[src/rtl/mips_pkg.sv]
// Shared MIPS EX-stage definitions: mul/div op encodings, ALU opcodes and sequencer states.
package mips_pkg;

  localparam int unsigned XLEN     = 32;
  localparam int unsigned ALU_OP_W = 4;

  localparam logic [ALU_OP_W-1:0] ALU_OP_ADD = 4'b0011;
  localparam logic [ALU_OP_W-1:0] ALU_OP_SUB = 4'b1010;

  typedef enum logic [1:0] {
    OP_MULTU = 2'b00,
    OP_MULT  = 2'b01,
    OP_DIVU  = 2'b10,
    OP_DIV   = 2'b11
  } muldiv_op_e;

  typedef enum logic [2:0] {
    ST_IDLE = 3'd0,
    ST_PREP = 3'd1,
    ST_ITER = 3'd2,
    ST_FIX  = 3'd3,
    ST_DONE = 3'd4
  } muldiv_state_e;

endpackage

[src/rtl/muldiv_negate.sv]
// Conditional two's-complement negate: y = en ? -x : x.
module muldiv_negate #(
  parameter int unsigned WIDTH = 32
) (
  input  logic             en,
  input  logic [WIDTH-1:0] x,
  output logic [WIDTH-1:0] y
);

  assign y = en ? (~x + WIDTH'(1)) : x;

endmodule

[src/rtl/alu_muldiv_sequencer.sv]
// Multi-cycle MULT/MULTU/DIV/DIVU engine that borrows the EX-stage ALU for one add/sub per
// iteration and produces a registered 64-bit HI/LO result.
module alu_muldiv_sequencer
  import mips_pkg::*;
#(
  parameter int unsigned       WIDTH   = XLEN,
  parameter int unsigned       LEN_OP  = ALU_OP_W,
  parameter logic [LEN_OP-1:0] ALU_ADD = LEN_OP'(ALU_OP_ADD),
  parameter logic [LEN_OP-1:0] ALU_SUB = LEN_OP'(ALU_OP_SUB)
) (
  input  logic              clk,
  input  logic              rst_n,
  input  logic              i_start,
  input  logic [1:0]        i_op,
  input  logic [WIDTH-1:0]  i_rs,
  input  logic [WIDTH-1:0]  i_rt,
  input  logic              i_flush,
  output logic [WIDTH-1:0]  o_alu_a,
  output logic [WIDTH-1:0]  o_alu_b,
  output logic [LEN_OP-1:0] o_alu_op,
  input  logic [WIDTH-1:0]  i_alu_result,
  output logic              o_busy,
  output logic              o_done,
  output logic [WIDTH-1:0]  o_hi,
  output logic [WIDTH-1:0]  o_lo
);

  localparam int unsigned CNT_W = $clog2(WIDTH);

  muldiv_state_e    state_q, state_d;
  muldiv_op_e       op_q, op_d;
  logic [CNT_W-1:0] cnt_q, cnt_d;
  logic [WIDTH-1:0] rs_q, rs_d, rt_q, rt_d;
  logic [WIDTH-1:0] acc_hi_q, acc_hi_d;   // P_hi for multiply, R for divide
  logic [WIDTH-1:0] acc_lo_q, acc_lo_d;   // P_lo for multiply, Q for divide
  logic [WIDTH-1:0] mcand_q, mcand_d;     // M for multiply, D for divide
  logic             neg_quo_q, neg_quo_d;
  logic             neg_rem_q, neg_rem_d;
  logic [WIDTH-1:0] hi_q, hi_d, lo_q, lo_d;
  logic             busy_q, busy_d, done_q, done_d;

  logic               is_div, is_signed;
  logic [WIDTH-1:0]   abs_rs, abs_rt, fix_quo, fix_rem, div_t, mul_s;
  logic [2*WIDTH-1:0] fix_prod;
  logic               mul_c, div_borrow, res_msb;

  assign is_div    = (op_q == OP_DIVU) || (op_q == OP_DIV);
  assign is_signed = (op_q == OP_MULT) || (op_q == OP_DIV);

  muldiv_negate #(.WIDTH(WIDTH)) u_abs_rs (
    .en (is_signed & rs_q[WIDTH-1]), .x (rs_q), .y (abs_rs)
  );
  muldiv_negate #(.WIDTH(WIDTH)) u_abs_rt (
    .en (is_signed & rt_q[WIDTH-1]), .x (rt_q), .y (abs_rt)
  );
  muldiv_negate #(.WIDTH(2*WIDTH)) u_fix_prod (
    .en (~is_div & neg_quo_q), .x ({acc_hi_q, acc_lo_q}), .y (fix_prod)
  );
  muldiv_negate #(.WIDTH(WIDTH)) u_fix_quo (
    .en (is_div & neg_quo_q), .x (acc_lo_q), .y (fix_quo)
  );
  muldiv_negate #(.WIDTH(WIDTH)) u_fix_rem (
    .en (is_div & neg_rem_q), .x (acc_hi_q), .y (fix_rem)
  );

  // ALU operand drive; the ALU answers combinationally in the same cycle.
  assign div_t   = {acc_hi_q[WIDTH-2:0], acc_lo_q[WIDTH-1]};
  assign res_msb = i_alu_result[WIDTH-1];

  always_comb begin
    o_alu_a  = '0;
    o_alu_b  = '0;
    o_alu_op = ALU_ADD;
    if (state_q == ST_ITER) begin
      o_alu_b = mcand_q;
      if (is_div) begin
        o_alu_a  = div_t;
        o_alu_op = ALU_SUB;
      end else begin
        o_alu_a = acc_hi_q;
      end
    end
  end

  // Carry out of P_hi + M and borrow out of t - D, rebuilt from the operand and result MSBs.
  assign mul_s      = acc_lo_q[0] ? i_alu_result : acc_hi_q;
  assign mul_c      = acc_lo_q[0] &
                      ((acc_hi_q[WIDTH-1] & mcand_q[WIDTH-1]) |
                       ((acc_hi_q[WIDTH-1] | mcand_q[WIDTH-1]) & ~res_msb));
  assign div_borrow = (~div_t[WIDTH-1] & mcand_q[WIDTH-1]) |
                      ((~div_t[WIDTH-1] | mcand_q[WIDTH-1]) & res_msb);

  always_comb begin
    state_d   = state_q;
    op_d      = op_q;
    cnt_d     = cnt_q;
    rs_d      = rs_q;
    rt_d      = rt_q;
    acc_hi_d  = acc_hi_q;
    acc_lo_d  = acc_lo_q;
    mcand_d   = mcand_q;
    neg_quo_d = neg_quo_q;
    neg_rem_d = neg_rem_q;
    hi_d      = hi_q;
    lo_d      = lo_q;

    unique case (state_q)
      ST_IDLE, ST_DONE: begin
        state_d = ST_IDLE;
        if (i_start) begin
          state_d = ST_PREP;
          op_d    = muldiv_op_e'(i_op);
          rs_d    = i_rs;
          rt_d    = i_rt;
        end
      end
      ST_PREP: begin
        cnt_d    = '0;
        acc_hi_d = '0;
        if (is_div && (rt_q == '0)) begin
          // Divide by zero skips ITER; FIX passes these through unchanged.
          state_d   = ST_FIX;
          acc_hi_d  = rs_q;
          acc_lo_d  = '1;
          neg_quo_d = 1'b0;
          neg_rem_d = 1'b0;
        end else begin
          state_d   = ST_ITER;
          neg_quo_d = is_signed & (rs_q[WIDTH-1] ^ rt_q[WIDTH-1]);
          neg_rem_d = is_signed & rs_q[WIDTH-1];
          acc_lo_d  = is_div ? abs_rs : abs_rt;
          mcand_d   = is_div ? abs_rt : abs_rs;
        end
      end
      ST_ITER: begin
        cnt_d = cnt_q + CNT_W'(1);
        if (cnt_q == CNT_W'(WIDTH-1)) state_d = ST_FIX;
        if (is_div) begin
          if (acc_hi_q[WIDTH-1] | ~div_borrow) begin
            acc_hi_d = i_alu_result;
            acc_lo_d = {acc_lo_q[WIDTH-2:0], 1'b1};
          end else begin
            acc_hi_d = div_t;
            acc_lo_d = {acc_lo_q[WIDTH-2:0], 1'b0};
          end
        end else begin
          acc_hi_d = {mul_c, mul_s[WIDTH-1:1]};
          acc_lo_d = {mul_s[0], acc_lo_q[WIDTH-1:1]};
        end
      end
      ST_FIX: begin
        state_d = ST_DONE;
        if (is_div) begin
          hi_d = fix_rem;
          lo_d = fix_quo;
        end else begin
          {hi_d, lo_d} = fix_prod;
        end
      end
      default: state_d = ST_IDLE;
    endcase

    // Flush wins over start and over the FIX result write.
    if (i_flush) begin
      state_d = ST_IDLE;
      hi_d    = hi_q;
      lo_d    = lo_q;
    end

    busy_d = (state_d == ST_PREP) || (state_d == ST_ITER) || (state_d == ST_FIX);
    done_d = (state_d == ST_DONE);
  end

  always_ff @(posedge clk or negedge rst_n) begin
    if (!rst_n) begin
      state_q   <= ST_IDLE;
      op_q      <= OP_MULTU;
      cnt_q     <= '0;
      rs_q      <= '0;
      rt_q      <= '0;
      acc_hi_q  <= '0;
      acc_lo_q  <= '0;
      mcand_q   <= '0;
      neg_quo_q <= 1'b0;
      neg_rem_q <= 1'b0;
      hi_q      <= '0;
      lo_q      <= '0;
      busy_q    <= 1'b0;
      done_q    <= 1'b0;
    end else begin
      state_q   <= state_d;
      op_q      <= op_d;
      cnt_q     <= cnt_d;
      rs_q      <= rs_d;
      rt_q      <= rt_d;
      acc_hi_q  <= acc_hi_d;
      acc_lo_q  <= acc_lo_d;
      mcand_q   <= mcand_d;
      neg_quo_q <= neg_quo_d;
      neg_rem_q <= neg_rem_d;
      hi_q      <= hi_d;
      lo_q      <= lo_d;
      busy_q    <= busy_d;
      done_q    <= done_d;
    end
  end

  assign o_busy = busy_q;
  assign o_done = done_q;
  assign o_hi   = hi_q;
  assign o_lo   = lo_q;

endmodule

[config.mk]
export PLATFORM = sky130hd
export DESIGN_NAME = alu_muldiv_sequencer
export DESIGN_NICKNAME = d
export VERILOG_FILES = /design/src/rtl/mips_pkg.sv /design/src/rtl/muldiv_negate.sv /design/src/rtl/alu_muldiv_sequencer.sv
export SDC_FILE = /design/constraint.sdc
export NUM_CORES = 1
export LEC_CHECK = 0
export BUFFER_PORTS_ARGS = -buffer_cell sky130_fd_sc_hd__buf_4
export CORE_ASPECT_RATIO = 0.75
export CORE_UTILIZATION = 40
export DETAILED_ROUTE_END_ITERATION = 8
export GPL_TIMING_DRIVEN = 0
export PLACE_DENSITY = 0.62
export SKIP_CTS_REPAIR_TIMING = 1
export SLEW_MARGIN = 30
export SYNTH_ARGS = -nofsm -noshare
export SYNTH_HDL_FRONTEND = slang
export SYNTH_HIERARCHICAL = 1
export SYNTH_SLANG_ARGS = --single-unit
[constraint.sdc]
create_clock -name clk -period 3.49 [get_ports clk]
set_clock_uncertainty 0.05 [all_clocks]
set_input_delay 1.047 -clock clk [delete_from_list [all_inputs] [get_ports clk]]
set_output_delay 1.047 -clock clk [all_outputs]
set_load 0.1 [all_outputs]
== Word-level counts from Yosys, hierarchy flattened ==
Index checks and enable logic that the tools add are counted.

* Add/sub/neg operators: 6
* Eq/ne operators: 12
* Multiplexer cells: 31
* Bitwise gates (word level): 28
* Reductions and logical operators: 12

{| class="wikitable"
|+ Operators by type and width
! kind !! count
|-
| two-way mux 32 bit || 17
|-
| adder 32 x 1 -> 32 bit (second input constant) || 4
|-
| NOT 32 bit || 4
|-
| case mux 32 bit (2 select lines) || 2
|-
| adder 64 x 1 -> 64 bit (second input constant) || 1
|-
| two-way mux 64 bit || 1
|-
| NOT 64 bit || 1
|-
| logical NOT 32 bit || 1
|-
| equality test 3 x 2 -> 1 bit (second input constant) || 4
|-
| case mux 3 bit (4 select lines) || 1
|-
| AND 1 bit || 11
|-
| case mux 5 bit (2 select lines) || 1
|-
| two-way mux 4 bit || 2
|-
| equality test 3 x 1 -> 1 bit (second input constant) || 2
|-
| equality test 3 bit (second input constant) || 2
|-
| two-way mux 3 bit || 2
|-
| NOT 1 bit || 6
|-
| AND reduction 2 bit || 3
|-
| adder 5 x 1 -> 5 bit (second input constant) || 1
|-
| equality test 5 bit (second input constant) || 1
|-
| two-way mux 1 bit || 5
|-
| bitwise OR 1 bit || 5
|-
| equality test 2 bit (second input constant) || 2
|-
| logical OR 1 bit || 4
|-
| 6 further kinds || 6
|}

* Flip-flop bits (word level): 238
* Input port bits: 102
* Output and inout bits: 134
* Logic and storage cells: 103

== Logic depth before layout (Yosys ltp) ==
* Depth after elaboration: 9
* Gate-level depth with buffers: 11
* Gate-level depth less buffers: 9

== By module ==
The synthesis kept the hierarchy.

{| class="wikitable"
|+ Modules (own cells, without submodules)
! module !! instances !! cells each !! area an instance (um2) !! sequential area each (um2)
|-
| alu_muldiv_sequencer || 1 || 1148 || 12366.9 || 5955.7
|-
| muldiv_negate (u_abs_rs ...) || 4 || 99 || 777.0 || 0.0
|-
| muldiv_negate (u_fix_prod) || 1 || 206 || 1649.1 || 0.0
|}

== Least setup slack after synthesis ==
OpenSTA, ideal clock, no wires.

* Path kind: register to output
* Start point: register state_q[2]
* End point: output o_alu_op[0]
* Arrival: 3.384 ns
* Required time: 2.393 ns
* Path slack: -0.991 ns
* Cell stages (with the launch flop): 7
* Buffers on the path: 2
* Path through: dfrtp_1 > nand2b_1 > or2_2 > clkbuf_1 > clkbuf_1 > nor2_1 > inv_1

* Cells in the longest elaborated chain, start to end: 2

{| class="wikitable"
|+ RTL lines
! what !! RTL line !! source
|-
| from (decl) || alu_muldiv_sequencer.sv:30 || <nowiki>muldiv_state_e state_q, state_d;</nowiki>
|-
| from (signal assigned) || alu_muldiv_sequencer.sv:191 || <nowiki>state_q <= state_d;</nowiki>
|-
| equality test 3 x 2 -> 1 bit || alu_muldiv_sequencer.sv:74 || <nowiki>if (state_q == ST_ITER) begin</nowiki>
|-
| two-way mux 4 bit || alu_muldiv_sequencer.sv:74 ||
|-
| to (decl) || alu_muldiv_sequencer.sv:20 || <nowiki>output logic [LEN_OP-1:0] o_alu_op,</nowiki>
|}

No other way between the ends.

== Final worst setup path ==
* Start point: register state_q[2]
* End point: output o_alu_a[21]

* Cells in the longest elaborated chain, start to end: 2

{| class="wikitable"
|+ RTL lines
! what !! RTL line !! source
|-
| equality test 3 x 2 -> 1 bit || alu_muldiv_sequencer.sv:74 ||
|-
| two-way mux 32 bit || alu_muldiv_sequencer.sv:74 ||
|-
| to (decl) || alu_muldiv_sequencer.sv:18 || <nowiki>output logic [WIDTH-1:0] o_alu_a,</nowiki>
|}

No other way between the ends.

==> run_results.csv <==
group,metric,value,unit
clock_network,worst_skew_pair.late_latency,0.59,ns
drt,avgRoutedWirePerCell,22.5,microns
job,cap_viol_max_count,0,
clock_network,cts_tree,"done",
floorplanning,io_pins,236,
sta,max_freq,0.291,GHz
finish,layout_cells_sized_above_1,28.1,%
grt,grt_pass1_wl,87.9,mm
power_and_ir_drop,worst_ir_drop_vdd,0.778,mV
clock_network,cts.htree.levels,1,
clock_network,cts.path.max_buffers,3,
setup_path,crit_path_end_kind,"output port",
drt,ant_nets,0,
floorplanning,effective_utilization_at_floorplan,40.6,%
grt,antenna_found_initial,2,
setup_path,cp-start-kind,"flop",
drt,drtPass1Iterations,5,
setup_path,r2r_setup_slack,0.20,ns
logic_synthesis,share_of_synthesized_area_occupied_by_flip_flops_and_latches,34.8,%
drt,drt-initial-drc-count,1461,
power_and_ir_drop,fin_total_pwr,0.0176,W
floorplanning,chipHeight,181,microns
sta,worst_slew_pin_slew,0.963,ns
finish,layout.cells.most_common_list,"dfrtp_1, buf_4, mux2i_1, xnor2_1, a21oi_1",
logic_synthesis,synth_enable_flop_cells,0,
logic_synthesis,synthDistinctLibCells,66,
finish,syn_to_final_growth,22.8,%
logic_synthesis,ys_seq_elements,238,
setup_path,path_max_fanout,10,
floorplanning,die-width,241,microns
clock_network,cts.root.buffer_cell,"clkbuf_16",
placement,dp.final_hpwl,45.0,mm
setup_path,worst_ep_arrival_time,2.34,ns
setup_path,worst-setup-path-type,"flop to output port",
logic_synthesis,syn_inst,1750,
setup_path,cp.required,2.39,ns
drt,routed-via-count,15269,
drt,detail_route.vias_per_cell,5.87,
setup_path,end_of_the_worst_register_to_register_path,"o_hi[30]$_DFFE_PN0P_",
finish,design.final.nets,2121,
power_and_ir_drop,power.leakage,8.42,nW
sta,hold_viol,0,
logic_synthesis,mappedNetlistNets,1859,
sta,timing.max_slew.rel_slack,35.5,%
sta,slew_viol_final,0,
logic_synthesis,post_synth.cell_area_avg,9.79,sq um
sta,total_setup_violations_reported_at_the_end_of_the_flow,0,
finish,postLayoutCoreUtil,49.9,%
power_and_ir_drop,p_per_area,839,mW/mm^2
floorplanning,row_count,65,
sta,period_needed,3.44,ns
setup_path,r2r.worst_path.cells,7,
logic_synthesis,mappedNetlistArea,0.0171,sq mm
drt,drc,0,
clock_network,cts.clk_slew.worst_paths,0.06,ns
grt,grt_start_max_net_pins,85,
grt,global_route.overflow_total,0,
clock_network,cts_made_buffers,26,
drt,drt-total-wl,58.5,mm
hold_path,hp-class,"input port to async pin",
placement,port-buffer-count,233,
placement,gp_congestion,0.917,
grt,grt_pass1_vias,14527,
floorplanning,floorplan.die_area,0.0437,sq mm
finish,layout_commonest_cell,"dfrtp_1",
grt,global_route.usage.total,26.2,%
logic_synthesis,synth_ff_type,"dfrtp_1",
setup_path,critical_r2r_launch,"acc_hi_q[0]$_DFFE_PN0P_",
outcome,run_status,"finished, final reports clean",
floorplanning,placeableCoreArea,0.0421,sq mm
sta,layout_worst_path_cycle_share,98.4,%
logic_synthesis,ys_warn_count,6,
clock_network,tritoncts_num_sinks,238,
logic_synthesis,synth-async-reset-ratio,100,%
[stage by stage]
step,hold WS [ns],std cells,setup slack [ns],setup TNS [ns],instance area [sq um]
2_1_floorplan,0.391,1750,-0.258,-7.73,17100
6_report,0.306,2601,0.0549,0,21000
3_3_place_gp,0.411,2552,-0.567,-127.53,19600
4_1_cts,0.309,2602,-0.906,-36.27,20600
5_1_grt,0.330,2601,-0.00619,-0.00934,21000
3_5_place_dp,0.423,2555,-0.292,-3.18,19700
[report_power, final]
| group | total, W | internal (W) | switching, W | leakage [nW] |
|---|---|---|---|---|
| combinational | 0.00900 | 0.00326 | 0.00573 | 5.05 |
| sequential | 0.00555 | 0.00363 | 0.00192 | 2.90 |
| clock | 0.00310 | 0.00188 | 0.00122 | 0.474 |
[synth_stat cells, types with 16 or more instances]
| master | number | share of area [%] |
|---|---|---|
| nand2b_1 | 18 | 0.66 |
| o22ai_1 | 32 | 1.2 |
| nand3_1 | 17 | 0.50 |
| o31ai_1 | 53 | 2.3 |
| a221o_1 | 31 | 1.8 |
| o41ai_2 | 20 | 1.9 |
| nor4_4 | 18 | 2.2 |
| xnor2_1 | 182 | 9.3 |
| nor2_1 | 119 | 2.6 |
| o21ai_0 | 124 | 3.6 |
| and2_1 | 36 | 1.3 |
| buf_1 | 17 | 0.37 |
| o41ai_1 | 28 | 1.4 |
| buf_2 | 22 | 0.64 |
| a21oi_1 | 127 | 3.7 |
| mux2_2 | 126 | 8.3 |
| nand2_1 | 102 | 2.2 |
| nor4_1 | 16 | 0.58 |
| clkbuf_1 | 66 | 1.4 |
| dfrtp_1 | 238 | 35 |
| mux2i_1 | 191 | 11 |
[kinds of logic after synthesis]
kind of cell	after synthesis	synth area share (%)
AND/OR/NAND/NOR	435	15.2
AO/OA/AOI/OAI	434	17.2
multiplexers	317	19.5
flip-flops	238	34.8
XOR/XNOR	183	9.36
buffers and inverters	133	3.40
adder cells (fa/ha/maj)	8	0.570
other	2	0.0439
[worst max-delay path: stages (launching register included)]
cell and delay [ns]:
dfrtp_1 0.40, nand2b_4 0.18, or2_2 0.35, buf_4 0.20
buf_4 0.22, nor2_1 0.16, buf_6 0.24
[how the worst max path moves through the flow]
| stage | startpoint | to | slack [ns] | cells after the start |
|---|---|---|---|---|
| 2_1_floorplan | state_q[2]$_DFF_PN0_ | o_alu_a[10] | -0.26 | 6 |
| 3_3_place_gp | rst_n | rs_q[10]$_DFFE_PN0P_ | -0.57 | 1 |
| 3_5_place_dp | op_q[1]$_DFFE_PN0P_ | o_alu_a[31] | -0.29 | 6 |
| 4_1_cts | op_q[1]$_DFFE_PN0P_ | o_alu_a[31] | -0.91 | 6 |
| 5_1_grt | state_q[2]$_DFF_PN0_ | o_alu_a[17] | -0.006 | 6 |
| 6_report | state_q[2]$_DFF_PN0_ | o_alu_a[21] | 0.05 | 6 |
[flip-flops by register name, summed over array words and instances, names as in the netlist, 2 cells and up]
| register | flops |
|---|---|
| acc_hi_q | 32 |
| state_q | 3 |
| mcand_q | 32 |
| acc_lo_q | 32 |
| op_q | 2 |
| o_hi | 32 |
| o_lo | 32 |
| cnt_q | 5 |
| rs_q | 32 |
| rt_q | 32 |
[cell type report]
type                    count  area, sq um
fillers                  3929        21100
multi-input cells        1379        10700
flip-flops and latches    238         5960
repair buffers            236         2030
well taps                 569          712
clock buffers              32          703
plain buffers             116          581
clock inverters            15          254
inverters                  15         56.3
diodes                      1         2.50
[routing by layer]
| layer | GRT usage (%) | share of wire [%] | up-vias |
|---|---|---|---|
| li1 | - | - | 6988 |
| met1 | 39.5 | 47 | 7586 |
| met2 | 38.1 | 43 | 599 |
| met3 | 4.13 | 7.4 | 94 |
| met4 | 7.49 | 2.8 | 2 |
| met5 | 0 | 0.021 | - |
No activity file was read; power rests on OpenSTA's default activity.
